## src/rtl/fft_frame_sequencer_pkg.sv

```systemverilog
// Shared definitions for the FFT frame sequencer.
//   state_t          : sequencer FSM states
//   DEF_FRAME_LEN    : default samples per analysis frame
//   DEF_TIMEOUT      : default engine watchdog limit in cycles
//   DEF_IDX_W        : default engine bin-index width
//   SAMPLE_MSB/LSB   : slice of the 32-bit audio word forwarded to the engine
//   MAG_W            : engine bin-magnitude width
package fft_frame_sequencer_pkg;

  typedef enum logic [2:0] {
    IDLE     = 3'd0,
    CAPTURE  = 3'd1,
    START    = 3'd2,
    WAIT_RES = 3'd3,
    REPORT   = 3'd4
  } state_t;

  localparam int DEF_FRAME_LEN = 1024;
  localparam int DEF_TIMEOUT   = 2000000;
  localparam int DEF_IDX_W     = 11;

  localparam int SAMPLE_MSB = 31;
  localparam int SAMPLE_LSB = 16;
  localparam int SAMPLE_W   = SAMPLE_MSB - SAMPLE_LSB + 1;

  localparam int MAG_W = 64;

endpackage

```

## src/rtl/peak_bin_tracker.sv

```systemverilog
// Running-maximum tracker for FFT result bins.
// Ports:
//   clk, reset     : clock and synchronous active-high reset
//   clear          : zero the running peak
//   en             : bins are only considered while en is high
//   bin_valid      : mag/index carry a result bin this cycle
//   mag, index     : bin magnitude and index
//   nxt_mag/nxt_idx: running peak including this cycle's bin (combinational),
//                    so a result latched in the same cycle as the last bin
//                    already reflects that bin.
// Bin 0 (DC) and mirror bins at or above FRAME_LEN/2 never qualify; a bin
// must be strictly larger than the current peak, so ties keep the earlier bin.
module peak_bin_tracker
  import fft_frame_sequencer_pkg::*;
#(
  parameter int FRAME_LEN = DEF_FRAME_LEN,
  parameter int IDX_W     = DEF_IDX_W
) (
  input  logic             clk,
  input  logic             reset,
  input  logic             clear,
  input  logic             en,
  input  logic             bin_valid,
  input  logic [MAG_W-1:0] mag,
  input  logic [IDX_W-1:0] index,
  output logic [MAG_W-1:0] nxt_mag,
  output logic [IDX_W-1:0] nxt_idx
);

  localparam logic [IDX_W:0] HALF = (IDX_W+1)'(FRAME_LEN / 2);

  logic [MAG_W-1:0] run_mag;
  logic [IDX_W-1:0] run_idx;
  logic             qualify;

  always_comb begin
    qualify = en && bin_valid && (index != '0) && ({1'b0, index} < HALF) &&
              (mag > run_mag);
    nxt_mag = run_mag;
    nxt_idx = run_idx;
    if (qualify) begin
      nxt_mag = mag;
      nxt_idx = index;
    end
  end

  always_ff @(posedge clk) begin
    if (reset || clear) begin
      run_mag <= '0;
      run_idx <= '0;
    end else begin
      run_mag <= nxt_mag;
      run_idx <= nxt_idx;
    end
  end

endmodule

```

## src/rtl/fft_frame_sequencer.sv

```systemverilog
// Captures FRAME_LEN audio samples into an FFT engine, starts the engine,
// tracks the strongest result bin and reports it, with a watchdog on the
// engine.
// Ports:
//   CLOCK_50, reset            : clock, synchronous active-high reset
//   enable                     : allow a new frame (sampled in IDLE/REPORT)
//   audio_in_available         : audio controller holds a sample
//   sample_in                  : 32-bit audio word, upper half is used
//   read_audio_in              : pop strobe back to the audio controller
//   eng_sample/eng_sample_valid: sample stream to the engine
//   eng_start                  : one-cycle engine start pulse
//   eng_bin_valid/mag/index    : engine result bins
//   eng_done                   : engine finished the frame
//   peak_index/peak_mag        : strongest bin of the last frame
//   peak_valid                 : one-cycle result strobe
//   timeout_err                : one-cycle engine watchdog strobe
//   busy                       : FSM is not idle
module fft_frame_sequencer
  import fft_frame_sequencer_pkg::*;
#(
  parameter int FRAME_LEN = DEF_FRAME_LEN,
  parameter int TIMEOUT   = DEF_TIMEOUT,
  parameter int IDX_W     = DEF_IDX_W
) (
  input  logic                CLOCK_50,
  input  logic                reset,
  input  logic                enable,
  input  logic                audio_in_available,
  input  logic [31:0]         sample_in,
  output logic                read_audio_in,
  output logic [SAMPLE_W-1:0] eng_sample,
  output logic                eng_sample_valid,
  output logic                eng_start,
  input  logic                eng_bin_valid,
  input  logic [MAG_W-1:0]    eng_mag,
  input  logic [IDX_W-1:0]    eng_index,
  input  logic                eng_done,
  output logic [IDX_W-1:0]    peak_index,
  output logic [MAG_W-1:0]    peak_mag,
  output logic                peak_valid,
  output logic                timeout_err,
  output logic                busy
);

  localparam int CNT_W = $clog2(FRAME_LEN) + 1;
  localparam int WD_W  = $clog2(TIMEOUT) + 1;
  localparam logic [CNT_W-1:0] LAST_CNT = CNT_W'(FRAME_LEN - 1);
  localparam logic [WD_W-1:0]  WD_LAST  = WD_W'(TIMEOUT - 1);

  state_t           state;
  logic [CNT_W-1:0] count;
  logic [WD_W-1:0]  wd;
  logic             pop;
  logic [MAG_W-1:0] nxt_mag;
  logic [IDX_W-1:0] nxt_idx;
  logic             unused_low_half;

  // Only the upper half of the audio word feeds the engine.
  assign unused_low_half = ^sample_in[SAMPLE_LSB-1:0];

  // Samples are drained in every non-idle state except START; only those
  // popped in CAPTURE reach the engine.
  assign pop = audio_in_available &&
               ((state == CAPTURE) || (state == WAIT_RES) || (state == REPORT));
  assign read_audio_in = pop;
  assign busy          = (state != IDLE);

  peak_bin_tracker #(
    .FRAME_LEN (FRAME_LEN),
    .IDX_W     (IDX_W)
  ) u_peak (
    .clk       (CLOCK_50),
    .reset     (reset),
    .clear     ((state == IDLE) || (state == REPORT)),
    .en        (state == WAIT_RES),
    .bin_valid (eng_bin_valid),
    .mag       (eng_mag),
    .index     (eng_index),
    .nxt_mag   (nxt_mag),
    .nxt_idx   (nxt_idx)
  );

  always_ff @(posedge CLOCK_50) begin
    if (reset) begin
      state            <= IDLE;
      count            <= '0;
      wd               <= '0;
      eng_sample       <= '0;
      eng_sample_valid <= 1'b0;
      eng_start        <= 1'b0;
      peak_index       <= '0;
      peak_mag         <= '0;
      peak_valid       <= 1'b0;
      timeout_err      <= 1'b0;
    end else begin
      eng_sample_valid <= 1'b0;
      eng_start        <= 1'b0;
      peak_valid       <= 1'b0;
      timeout_err      <= 1'b0;
      case (state)
        IDLE: begin
          count <= '0;
          if (enable) state <= CAPTURE;
        end
        CAPTURE: begin
          if (pop) begin
            eng_sample_valid <= 1'b1;
            eng_sample       <= sample_in[SAMPLE_MSB:SAMPLE_LSB];
            count            <= count + 1'b1;
            if (count == LAST_CNT) begin
              state     <= START;
              eng_start <= 1'b1;
            end
          end
        end
        START: begin
          // START itself is the first counted cycle of the engine wait, so
          // the watchdog strobe lands TIMEOUT cycles after the start pulse.
          wd    <= WD_W'(1);
          state <= WAIT_RES;
        end
        WAIT_RES: begin
          if (eng_done) begin
            // nxt_* already folds in a bin arriving alongside eng_done.
            state      <= REPORT;
            peak_valid <= 1'b1;
            peak_index <= nxt_idx;
            peak_mag   <= nxt_mag;
          end else if (wd >= WD_LAST) begin
            timeout_err <= 1'b1;
            state       <= IDLE;
          end else begin
            wd <= wd + 1'b1;
          end
        end
        REPORT: begin
          count <= '0;
          state <= enable ? CAPTURE : IDLE;
        end
        default: state <= IDLE;
      endcase
    end
  end

endmodule

```

## config.mk

```make
export PLATFORM = sky130hd
export DESIGN_NAME = fft_frame_sequencer
export DESIGN_NICKNAME = d
export VERILOG_FILES = /design/src/rtl/fft_frame_sequencer_pkg.sv /design/src/rtl/peak_bin_tracker.sv /design/src/rtl/fft_frame_sequencer.sv
export SDC_FILE = /design/constraint.sdc
export NUM_CORES = 1
export LEC_CHECK = 0
export BUFFER_PORTS_ARGS = -buffer_cell sky130_fd_sc_hd__buf_2
export CAP_MARGIN = 20
export CORE_MARGIN = 2
export CORE_UTILIZATION = 50
export DETAILED_ROUTE_END_ITERATION = 10
export PLACE_DENSITY = 0.81
export SLEW_MARGIN = 20
export SYNTH_ARGS = -nofsm -noshare
export SYNTH_HDL_FRONTEND = slang
export SYNTH_HIERARCHICAL = 1
export SYNTH_SLANG_ARGS = --single-unit
```

## constraint.sdc

```tcl
create_clock -name CLOCK_50 -period 4.35 [get_ports CLOCK_50]
set_input_delay 0.87 -clock CLOCK_50 [delete_from_list [all_inputs] [get_ports CLOCK_50]]
set_output_delay 0.87 -clock CLOCK_50 [all_outputs]
set_load 0.02 [all_outputs]
```

After elaboration in Yosys (flattened, before gate mapping)

Index checks and enable logic that the tools add are counted.

Add/subtract/negate cells: 2
Order comparisons: 3
Eq/ne operators: 11
Mux-type cells: 18
Bitwise gates (word level): 3
Reductions and logical operators: 24

Operators by type and width:

| cell                  | number |
|---|---|
| $gt 64x64->1          | 1 |
| $mux 64               | 1 |
| $mux 22               | 2 |
| $pmux 22 s2           | 1 |
| $add 22x1->22 const B | 1 |
| $ge 22x21->1 const B  | 1 |
| $mux 11               | 2 |
| $pmux 11 s2           | 1 |
| $mux 3                | 5 |
| $pmux 3 s5            | 1 |
| $add 11x1->11 const B | 1 |
| $eq 11x10->1 const B  | 1 |
| $lt 11x10->1 const B  | 1 |
| $reduce_bool 11->1    | 1 |
| $ne 2x2->1 const B    | 4 |
| $eq 3x2->1 const B    | 2 |
| $reduce_and 2->1      | 3 |
| $reduce_or 2->1       | 3 |
| $reduce_or 3->1       | 2 |
| $logic_and 1x1->1     | 5 |
| $mux 1                | 5 |
| $logic_or 1x1->1      | 4 |
| $reduce_and 4->1      | 1 |
| $reduce_bool 2->1     | 2 |
| 8 further kinds       | 10 |

Bits in registers: 206
Input bits: 113
Output and inout port bits: 97
Word-level logic and storage cells: 73

Logic depth before layout (Yosys ltp)

Gate-level depths: netlist of the first run.

Depth in word-level cells: 6
Depth in mapped cells: 13
Gate-level depth less buffers: 11

Cells and area by module

Netlist of the first run, hierarchy kept.

By module, submodules not included:

| module              | times used | cells an instance | area an instance (um2) | sequential area each (um2) |
|---|---|---|---|---|
| peak_bin_tracker    | 1          | 647               | 5282.6                 | 1501.4 |
| fft_frame_sequencer | 1          | 630               | 5079.9                 | 2622.5 |

Worst setup path before layout of the first run

OpenSTA, ideal clock, no wires.

Kind: input -> register
Start: input port eng_mag[61]
End: register peak_index[8]
Setup time: 0.132 ns
Arrival: 2.879 ns
Required time: 4.218 ns
Path slack: 1.339 ns
Cell stages on the path: 12
Buffers on the path: 2
Cells stage by stage: ha_1 a21o_1 a21o_1 a221oi_1 o31a_1 a31oi_2 buf_6 nor2_8 buf_6 mux2_1 nand2_1 a21oi_1

Cells in the longest elaborated chain, start to end: 3

Ends and longest elaborated chain:

| what                 | RTL line                   | RTL |
|---|---|---|
| start, declared      | fft_frame_sequencer.sv:35  | `input logic [MAG_W-1:0] eng_mag,` |
| $gt 64x64->1         | peak_bin_tracker.sv:38     | `(mag > run_mag);` |
| $logic_and 1x1->1    | peak_bin_tracker.sv:37     | `qualify = en && bin_valid && (index != '0) && ({1'b0, index} < HALF) &&` |
| $mux 11              | peak_bin_tracker.sv:41     | `if (qualify) begin` |
| net nxt_idx[8]       | fft_frame_sequencer.sv:55  | `logic [IDX_W-1:0] nxt_idx;` |
| end signal, assigned | fft_frame_sequencer.sv:127 | `peak_index <= nxt_idx;` |
| end, declared        | fft_frame_sequencer.sv:38  | `output logic [IDX_W-1:0] peak_index,` |

The timed path passes the listed nets, and every way through them passes these cells.
A chain may end at the register's enable or synchronous reset.

Worst setup path after layout of the first run

Start: register state[1]
End: register peak_index[1]

Cells in the longest elaborated chain, start to end: 6
Elaborated cells between the ends (all ways): 7
Classes of those cells: eq/ne (1); mux (1); reduce/logical (5)

Ends and longest elaborated chain:

| what                            | RTL line                   | RTL |
|---|---|---|
| start, declared                 | fft_frame_sequencer.sv:50  | `state_t state;` |
| start signal, assigned          | fft_frame_sequencer.sv:138 | `state <= enable ? CAPTURE : IDLE;` |
| $eq 3x2->1                      | fft_frame_sequencer.sv:75  | `.en (state == WAIT_RES),` |
| $logic_and 1x1->1 (4 in series) | peak_bin_tracker.sv:37     |  |
| $mux 11                         | peak_bin_tracker.sv:41     |  |
| net nxt_idx[1]                  | fft_frame_sequencer.sv:55  |  |

The timed path passes the listed nets, and every way through them passes these cells.

==> results of run 1 <==
-- power breakdown --
| part | total (mW) | internal, mW | switching (mW) | leakage [nW] |
|---|---|---|---|---|
| combinational | 0.228 | 0.0974 | 0.131 | 2.95 |
| sequential | 1.90 | 1.89 | 0.00507 | 1.66 |
| clock | 1.90 | 1.15 | 0.747 | 0.363 |
| total | 4.03 | 3.14 | 0.882 | 4.97 |
-- metrics by stage --
stage	instance area [um2]	power, mW	util	hold slack, ns	setup WS, ns
final	12200	4.03	0.602	0.450	0.786
after CTS	12200	4.07	0.600	0.451	0.718
after global placement	11400	2.16	0.564	0.439	0.354
after floorplan	10400	2.06	-	0.441	1.34
after global routing	12200	4.16	0.602	0.466	0.370
after detailed placement	11400	2.16	0.564	0.443	0.334
-- layout make-up --
class / instances / area, um2
inverter: 68 / 255
fill: 1785 / 8080
clock inverter: 6 / 80.1
sequential: 206 / 4120
multi-input combinational: 919 / 5600
antenna: 1 / 2.50
tap: 270 / 338
timing repair buffer: 211 / 1160
clock buffer: 33 / 653
-- Yosys cell counts (all sizes together), types with 3 or more instances --
library cell,number,share of area
nand2,284,0.10
dfxtp,206,0.40
a21oi,131,0.064
o21ai,86,0.060
nand3,85,0.041
a21boi,69,0.050
inv,68,0.025
ha,66,0.080
buf,46,0.028
clkbuf,38,0.014
nor2,34,0.014
nand4,28,0.017
nor3,12,0.0063
and2,9,0.0054
or3,9,0.0054
a21o,8,0.0065
xor2,8,0.0068
and3,7,0.0042
and4,7,0.0059
mux2,7,0.0076
or4,7,0.0054
nor4,6,0.0042
o211ai,5,0.0036
xnor2,5,0.0042
a31oi,4,0.0036
o21a,4,0.0029
o31ai,4,0.0042
a221oi,3,0.0025
a31o,3,0.0025
nor2b,3,0.0018
-- per-layer routing --
layer  wire, um  up-vias  global-route usage
li1           -     4706                   -
met1      11600     4348               0.297
met2      12600      219               0.408
met3       1380       36              0.0401
met4        537        2              0.0686
met5         11        -                   0
-- critical path, delay by kind of cell, from the launching register on --
kind                   cells  cell delay, ns
AOI/OAI and AO/OA          5            1.71
buffers and inverters      1            0.53
DFF                        1            0.54
and+or+nand+nor            5            0.66
-- cell families (layout without fill, tap and decap cells) --
logic type,count (synthesis),count (layout)
simple gates,503,503
compound gates,329,329
flops,206,206
buf+inv,152,318
fa+ha+maj,66,66
xor+xnor,13,13
mux,8,8
other cells,0,1
-- registers in the layout, summed over array words and instances, names as in the netlist --
register	flops
u_peak/run_idx	11
peak_mag	64
peak_index	11
eng_sample_valid	1
peak_valid	1
eng_sample	16
timeout_err	1
count	11
eng_start	1
u_peak/run_mag	64
state	3
wd	22
-- path summary, 6_finish.rpt --
path	end	slack [ns]
worst max-delay path	peak_index[1]	0.79
worst min-delay path	eng_sample[10]	0.45
worst max register to register	peak_index[1]	0.79
worst min register to register	eng_sample[10]	0.45
==> summary.md, run 1 <==
| Metric | Value |
|---|---|
| Fin. max-slew vios | 0 |
| Slowest-stage cell, CP | a31oi_4 |
| Top FF cell, synth | dfxtp_1 |
| Distinct cells, synth | 66 |
| CP Launch Type | flop |
| Max Cap Violations | 0 |
| Die Ht | 148 um |
| Port bufs | approximately 190 |
| Layout cells sized above 1 | 0.222 |
| Yosys reg bits | slightly above 200 |
| Cell count after placement | between 1500 and 2000 |
| Part of the cycle the worst path needs | 0.819 |
| Routed WL | between 20000 and 30000 um |
| Rel. slew slack | 0.326 |
| Most common cell after layout, fill and taps aside | nand2_1 |
| Layout Area Growth over Synthesis | 17.9% |
| YS warnings | 6 |
| Synthesized area per cell | between 8 and 9 um2 |
| Adder-Cell Fraction of Synth Area | 0.0797 |
| Fin. Hold Viols | 0 |
| Cell mode on critical path | nand2_1 |
| CP startpoint | state[1] |
| Fmax achieved | between 200 and 300 MHz |
| Status | complete, no violations |
| PwrDens | 330 nW/um2 |
| CTS tree | yes |
| Xor/xnor share of the synthesized area | 0.0110 |
| Syn Inst Count | approximately 1300 |
| Largest net degree at the start of global routing | 75 |
| CP Max Fanout | 26 |
| Wire per inst | roughly 15 um |
| Crit Path Category | reg2reg |
| DP Wirelength | ~18000 um |
| Initial antenna violation count | 2 |
| Hold path start | eng_sample[10] |
| Setup-failing EPs final | 0 |
| Clock root buffer | clkbuf_16 |
| Mux contribution to synthesized area | 0.00857 |
| Commonest non-fill, non-tap cells in the layout | 283 x nand2_1, 206 x dfxtp_1, 192 x buf_2, 130 x a21oi_1, 85 x nand3_1 |
| First-pass GRT wire length | approximately 43000 um |
| Clock Tree Buf Depth | 3 |
| Gr usage total | 0.234 |
| Final setup skew | roughly 0.011 ns |
| Reg-to-reg startpoint | state[1] |
| Crit end category | flop |
| Crit path time final | 3.56 ns |
| Asr flop ratio synth | 0 |
| Routability cong. | approximately 0.87 |
| Iter 0 DRT Violations | ~400 |
| Num ports | 210 |
| Post-CTS resize count | 0 |
| Core area | around 20000 um2 |
| Crit-path cells | nand2_1 -> nor2_1 -> nand3_1 -> a31oi_1 -> o21ai_1 -> a31oi_4 -> buf_4 -> o21ai_0 -> nand2_1 -> nand2_1 -> a21oi_1 |
| Seq/Total Area, Yosys | 0.398 |
| Measured slew at the worst slew-check pin | around 1.0 ns |
| Die X | 148 um |
| Largest family of logic cells by synthesized area | simple AND/OR/NAND/NOR gates |
| DRC viols | 0 |
| Worst hold stages | 2 |
| Nets | roughly 1600 |
| Hold crit path type | reg2reg |
| DR vias | a little over 9000 |
| Post-Syn Nets | about 1500 |
| Post-CTS Setup Inserts | 0 |
| Crit path required time | between 4 and 5 ns |
| R2r worst-path depth | 11 |
| TritonCTS buffer count | 23 |
| Clk sink count | 206 |
| Simple-gate area share of the yosys netlist | 0.225 |
| Final setup TNS | 0 ns |
| Lkg Pwr | a little under 5 nW |
| Post-Syn Area | between 10000 and 15000 um2 |
| ANT nets after route | 0 |
| FP Rows | 52 |
| Post-synth EDFFs | 0 |
| Compound-Gate Fraction of Synth Area | 0.211 |
| Slowest stage delay, CP | ~0.83 ns |
| Crit path DAT | slightly below 4 ns |
| Worst-Skew Late Latency | 0.50 ns |
| Hold_buf cts | 0 |
| Drt pass-1 iters | 6 |
| Starting Density | 0.510 |
| Number of vias per cell | 5.43 |
| RSZ-0062 raised after global routing | false |
| Maximum VDD drop | just over 0.0003 V |
| Htree depth | 1 |
| Vias in the first global route | approximately 8900 |
| Die area | about 22000 um2 |
| Grt total ovfl | 0 |
| Non-filler cells, final | 1714 |
| Clock Pin Slew Worst Setup and Hold Paths | about 0.060 ns |
No activity file was read; power rests on OpenSTA's default activity.
==> run 2: changes to the inputs <==
--- a/config.mk
+++ b/config.mk
@@ -10,7 +10,7 @@
 export CORE_MARGIN = 2
 export CORE_UTILIZATION = 50
 export DETAILED_ROUTE_END_ITERATION = 10
-export PLACE_DENSITY = 0.81
+export PLACE_DENSITY = 0.84
 export SLEW_MARGIN = 20
 export SYNTH_ARGS = -nofsm -noshare
 export SYNTH_HDL_FRONTEND = slang
==> constraint.sdc (replaced) <==
create_clock -name CLOCK_50 -period 3.1 [get_ports CLOCK_50]
set_input_delay 0.62 -clock CLOCK_50 [delete_from_list [all_inputs] [get_ports CLOCK_50]]
set_output_delay 0.62 -clock CLOCK_50 [all_outputs]
set_load 0.02 [all_outputs]
==> run 2 against run 1 <==
Compared with the run above:
- final area up 2.3%
- clock skew down 0.0035 ns
- sequential share of layout area down 0.75 points
- critical path depth up 1
- cell count up 1.5%
- wire length up 2.6%
- hold slack worse by 0.093 ns
- die area unchanged
- total power up 46%
- non-clock buffer count up 22
- critical endpoint is now peak_index[3]
- largest cell class unchanged
==> summary.md, run 2 (synthesized netlist as in run 1, its figures left out) <==
| Metric | Value |
|---|---|
| Clock Pin Slew Worst Setup and Hold Paths | 0.06 ns |
| Initial antenna violation count | 5 |
| Starting Density | 0.510 |
| Register area | 4120 um2 |
| WP buf/inv | 2 |
| Finished Core Util | 0.616 |
| Num ports | 210 |
| Wire per inst | 15.4 um |
| Htree depth | 1 |
| Final setup skew | 0.00789 ns |
| Setup-failing EPs final | 0 |
| Cell count after placement | approximately 1700 |
| Core area | between 20000 and 25000 um2 |
| Routability cong. | approximately 0.86 |
| Max Cap Violations | 0 |
| Fin. max-slew vios | 0 |
| Slack of the worst reg-to-reg path | 0.26 ns |
| Drt pass-1 iters | 5 |
| ANT nets after route | 0 |
| CP Launch Type | flop |
| Largest net degree at the start of global routing | 84 |
| Crit Path Category | reg2reg |
| Die area | 21900 um2 |
| Clock Tree Buf Depth | 3 |
| Hold Slack | about 0.36 ns |
| Clk sink count | slightly above 200 |
| Top delay family on crit path | simple AND/OR/NAND/NOR gates |
| Die Ht | about 150 um |
| Multi-input logic area | around 5600 um2 |
| Gr usage total | 0.236 |
| Final setup TNS | 0 ns |
| CTS tree | yes |
| CP Max Fanout | 13 |
| Lkg Pwr | 5.11 nW |
| Crit path time final | between 2 and 3 ns |
| First-pass GRT wire length | roughly 43000 um |
| Worst-Skew Late Latency | around 0.50 ns |
| Die X | 148 um |
| Final setup margin | roughly 0.26 ns |
| Crit path DAT | about 3.2 ns |
| Commonest non-fill, non-tap cells in the layout | 283 x nand2_1, 206 x dfxtp_1, 192 x buf_2, 130 x a21oi_1, 85 x nand3_1 |
| Layout cells sized above 1 | 0.237 |
| TritonCTS buffer count | 22 |
| Fillers | between 1500 and 2000 |
| Slowest stage delay, CP | 0.37 ns |
| Fmax achieved | ~350 MHz |
| Layout Area Growth over Synthesis | 20.6% |
| Crit-path cells | inv_1 -> ha_1 -> nand4_1 -> nor4_2 -> nand3_1 -> o21ai_1 -> a31oi_4 -> buf_4 -> nor2_8 -> mux2_2 -> nand2_1 -> a21oi_1 |
| RSZ-0062 raised after global routing | false |
| Routed WL | ~27000 um |
| Top flop regs | peak_mag: 64 flops, u_peak/run_mag: 64 flops, wd: 22 flops |
| Iter 0 DRT Violations | roughly 400 |
| Crit end category | flop |
| Status | complete, no violations |
| Part of the cycle the worst path needs | 0.917 |
| Grt total ovfl | 0 |
| DR vias | between 9000 and 10000 |
| Fin. Hold Viols | 0 |
| Post-place setup slack | -0.173 ns |
| PwrDens | roughly 470 nW/um2 |
| Number of vias per cell | 5.53 |
| DRC viols | 0 |
| Hold_buf cts | 0 |
| FP Rows | 52 |
| Crit path required time | approximately 3.5 ns |
| Rel. slew slack | 0.413 |
| Clock root buffer | clkbuf_16 |
| Most common cell after layout, fill and taps aside | nand2_1 |
| Slowest-stage cell, CP | mux2_2 |
| Measured slew at the worst slew-check pin | around 0.88 ns |
| Vias in the first global route | a little over 9000 |
| Final Cell Area | 12500 um2 |
| Nets | 1629 |
| Non-filler cells, final | approximately 1700 |
| Placed cell areas | between 10000 and 15000 um2 |
| Hold crit path type | in2reg |
| Port bufs | ~190 |
| Maximum VDD drop | around 0.00041 V |
| Overall Power | between 5 and 6 mW |
| DP Wirelength | roughly 19000 um |
-- run 2: cell types whose count changed in the layout (fill, tap and decap cells not counted), moves of 2 or more --
| cell | delta |
|---|---|
| bufinv_16 | +3 |
| buf_4 | +17 |
| clkinvlp_4 | +3 |
| clkbuf_8 | -3 |
| buf_12 | +6 |
| diode_2 | +2 |
| clkbuf_1 | -5 |
| clkinv_2 | +3 |
-- run 2: layout make-up --
type,count,area share
Tap cell,270,0.0270
Antenna cell,3,0.000601
Timing Repair Buffer,233,0.111
Inverter,68,0.0204
Multi-Input combinational cell,919,0.447
Sequential cell,206,0.330
Clock inverter,15,0.0166
Clock buffer,25,0.0475
-- run 2: worst paths after layout --
check,startpoint,endpoint,depth (start not counted)
worst min-delay path,sample_in[16],eng_sample[0],3
worst max-delay path,u_peak/run_mag[11],peak_index[3],12
worst max register to register,u_peak/run_mag[11],peak_index[3],12
worst min register to register,peak_mag[18],peak_mag[18],2
-- run 2: where the power goes --
| group | switching [mW] | leakage [nW] | internal (mW) |
|---|---|---|---|
| sequential | 0.00471 | 1.66 | 2.66 |
| clock | 1.10 | 0.390 | 1.79 |
| combinational | 0.188 | 3.06 | 0.141 |
-- run 2: repair_timing --
| action | CTS | global route |
|---|---|---|
| endpoints found under the hold margin | 0 | 0 |
| buffers inserted | 0 | 2 |
| endpoints found under the setup margin | 0 | 10 |
| resized for setup | 0 | 0 |
-- run 2: per-layer routing --
metal | up-vias | wire (um) | track usage
met3 | 51 | 1560 | 0.0426
met1 | 4533 | 11600 | 0.297
li1 | 4768 | - | -
met5 | - | 13 | 0
met4 | 2 | 660 | 0.0752
met2 | 259 | 13000 | 0.412
-- run 2: worst register-to-register path, cell delays in order (launching register included) --
cell and delay, ns:
dfxtp_1 0.33, inv_1 0.05, ha_1 0.31, nand4_1 0.16, nor4_2 0.32, nand3_1 0.21, o21ai_1 0.30, a31oi_4 0.08
buf_4 0.19, nor2_8 0.24, mux2_2 0.37, nand2_1 0.08, a21oi_1 0.07
==> run 3: changes to the inputs <==
--- a/config.mk
+++ b/config.mk
@@ -8,11 +8,10 @@
 export BUFFER_PORTS_ARGS = -buffer_cell sky130_fd_sc_hd__buf_2
 export CAP_MARGIN = 20
 export CORE_MARGIN = 2
-export CORE_UTILIZATION = 50
+export CORE_UTILIZATION = 49
 export DETAILED_ROUTE_END_ITERATION = 10
-export PLACE_DENSITY = 0.84
+export PLACE_DENSITY = 0.83
 export SLEW_MARGIN = 20
 export SYNTH_ARGS = -nofsm -noshare
 export SYNTH_HDL_FRONTEND = slang
-export SYNTH_HIERARCHICAL = 1
 export SYNTH_SLANG_ARGS = --single-unit
==> run 3 against run 2 <==
Compared with the run above:
- utilization rose by 0.12 points
- die area fell by 4.6%
- non-clock buffer count rose by 5
- wire length rose by 0.83%
- clock power rose by 4%
- register-to-register slack got worse by 0.05 ns
- setup slack got worse by 0.049 ns
- via count fell by 3.3%
- synthesized area fell by 6.6%
- critical endpoint is now peak_mag[10]
- largest cell class unchanged
==> summary.md, run 3 <==
| Metric | Value |
|---|---|
| Worst-Skew Late Latency | around 0.51 ns |
| DRC viols | 0 |
| Final setup skew | 0.0196 ns |
| Lkg Pwr | 4.42 nW |
| Cell count after placement | roughly 1500 |
| CP Launch Type | flop |
| Gr usage total | 0.253 |
| Crit path DAT | about 3.3 ns |
| Fin. Hold Viols | 0 |
| Post-Syn Area | slightly below 10000 um2 |
| Commonest non-fill, non-tap cells in the layout | 206 x dfxtp_1, 192 x buf_2, 123 x a21oi_1, 122 x nor2_1, 82 x nand3_1 |
| Synth top cells by count | 206 x dfxtp_1, 124 x a21oi_1, 122 x nor2_1 |
| Crit Path Category | reg2reg |
| Seq/Total Area, Yosys | 0.426 |
| Maximum VDD drop | between 0.0003 and 0.0004 V |
| Grt total ovfl | 0 |
| Synth top area share | 0.426 |
| DP Wirelength | 18400 um |
| Top flop regs | peak_mag: 64 flops, u_peak.run_mag: 64 flops, wd: 22 flops |
| Hold crit path type | in2reg |
| YS warnings | 0 |
| Most common cell after layout, fill and taps aside | dfxtp_1 |
| Distinct cells, synth | 59 |
| Starting Density | 0.499 |
| FP Rows | 51 |
| Measured slew at the worst slew-check pin | 0.739 ns |
| Layout Area Growth over Synthesis | 23.7% |
| Die area | ~21000 um2 |
| Die Ht | 145 um |
| Synthesized area per cell | approximately 8.6 um2 |
| Drt pass-1 iters | 5 |
| PwrDens | roughly 510 nW/um2 |
| Clock Pin Slew Worst Setup and Hold Paths | approximately 0.06 ns |
| Slowest-stage cell, CP | a2111oi_4 |
| Fin. max-slew vios | 0 |
| Fmax achieved | approximately 350 MHz |
| Iter 0 DRT Violations | about 540 |
| Port bufs | between 150 and 200 |
| Hold_buf cts | 0 |
| Largest net degree at the start of global routing | 85 |
| Status | complete, no violations |
| Area contributors post-synth | dfxtp_1 43%, ha_1 8.5%, a311oi_1 6.5% |
| DR vias | 9297 |
| Fillers | around 1700 |
| Htree depth | 1 |
| Slowest stage delay, CP | 0.45 ns |
| Die X | 145 um |
| Crit path time final | just under 3 ns |
| Register area | roughly 4100 um2 |
| TritonCTS buffer count | 23 |
| Final Cell Area | ~12000 um2 |
| Layout cells sized above 1 | 0.229 |
| Final setup TNS | 0 ns |
| Most common cell in the netlist | dfxtp_1 |
| Placed cell areas | 11100 um2 |
| Clock root buffer | clkbuf_16 |
| Non-filler cells, final | around 1600 |
| Core area | around 19000 um2 |
| Yosys top cell by area | dfxtp_1 |
| Wire per inst | about 17 um |
| Routed WL | approximately 27000 um |
| Final setup margin | 0.209 ns |
| Vias in the first global route | between 9000 and 10000 |
| Routability cong. | between 0.8 and 0.9 |
| Num ports | 210 |
| Nets | 1486 |
| Crit path required time | ~3.5 ns |
| ANT nets after route | 0 |
| Yosys reg bits | between 200 and 250 |
| Crit end category | flop |
| Setup-failing EPs final | 0 |
| Number of vias per cell | between 5 and 6 |
| Post-place setup slack | -0.174 ns |
| Post-Syn Nets | 1306 |
| Clk sink count | a little over 200 |
| Part of the cycle the worst path needs | 0.933 |
| First-pass GRT wire length | 43000 um |
| Post-CTS Setup Inserts | 0 |
| Syn Inst Count | about 1100 |
| Crit-path cells | inv_1 -> ha_1 -> nand4_1 -> nor4_2 -> a21boi_1 -> o41ai_2 -> buf_12 -> a2111oi_4 -> buf_6 -> o21ai_0 -> a311oi_1 |
| CTS tree | yes |
| Multi-input logic area | ~4900 um2 |
| Post-synth EDFFs | 0 |
| Max Cap Violations | 0 |
| Asr flop ratio synth | 0 |
| CP Max Fanout | 16 |
| RSZ-0062 raised after global routing | true |
| Rel. slew slack | 0.507 |
| Top FF cell, synth | dfxtp_1 |
| Clock Tree Buf Depth | 3 |
| Initial antenna violation count | 2 |
## run 3: power by group
group / leakage (nW) / switching, mW / total [mW] / internal, mW
clock: 0.408 / 1.10 / 3.01 / 1.92
sequential: 1.66 / 0.0208 / 2.70 / 2.68
combinational: 2.35 / 0.277 / 0.446 / 0.169
total: 4.42 / 1.39 / 6.15 / 4.76
## run 3: layout make-up
cell class | instances | area share
diodes | 2 | 0.000418
well taps | 265 | 0.0277
inverters | 75 | 0.0235
clock buffers | 29 | 0.0517
clock inverters | 13 | 0.0187
repair buffers | 238 | 0.121
flip-flops and latches | 206 | 0.345
multi-input cells | 763 | 0.412
## run 3: stage by stage
step | hold WS (ns) | utilization | power, mW
2_1_floorplan | 0.439 | - | 3.00
3_3_place_gp | 0.439 | 0.572 | 3.18
3_5_place_dp | 0.445 | 0.572 | 3.19
4_1_cts | 0.341 | 0.616 | 6.18
5_1_grt | 0.349 | 0.617 | 6.35
6_report | 0.354 | 0.617 | 6.15
## run 3: logic make-up after synthesis
logic type | after synthesis | share of synthesized area
AOI/OAI and AO/OA | 314 | 0.217
xor gates and xnor gates | 24 | 0.0217
adders and majority gates | 66 | 0.0854
buffers and inverters | 158 | 0.0666
DFF | 206 | 0.426
muxes | 2 | 0.00233
and+or+nand+nor | 357 | 0.180
## run 3: critical path, delay by kind of cell (launching register included)
family / cells / cell delay, ns
flip-flops: 1 / 0.34
buffers and inverters: 3 / 0.44
AO/OA/AOI/OAI: 5 / 1.24
adder cells (fa/ha/maj): 1 / 0.29
AND/OR/NAND/NOR: 2 / 0.48
## run 3: per-layer routing
layer / GRT usage / share of wire / up-vias
met3: 0.0623 / 0.085 / 59
met2: 0.443 / 0.48 / 372
met1: 0.304 / 0.41 / 4392
met4: 0.0864 / 0.027 / 0
met5: 0 / 0 / -
li1: - / - / 4474
## run 3: repair_timing
item,in CTS,in global routing
setup endpoints to repair,0,18
endpoints found under the hold margin,0,0
gates resized for setup,0,3
## run 3: worst paths after layout
check	startpoint	to	slack [ns]	cells past startpoint
max reg2reg	u_peak.run_mag[10]	peak_mag[10]	0.21	11
max	u_peak.run_mag[10]	peak_mag[10]	0.21	11
min	sample_in[23]	eng_sample[7]	0.35	3
min reg2reg	peak_index[10]	peak_index[10]	0.45	2
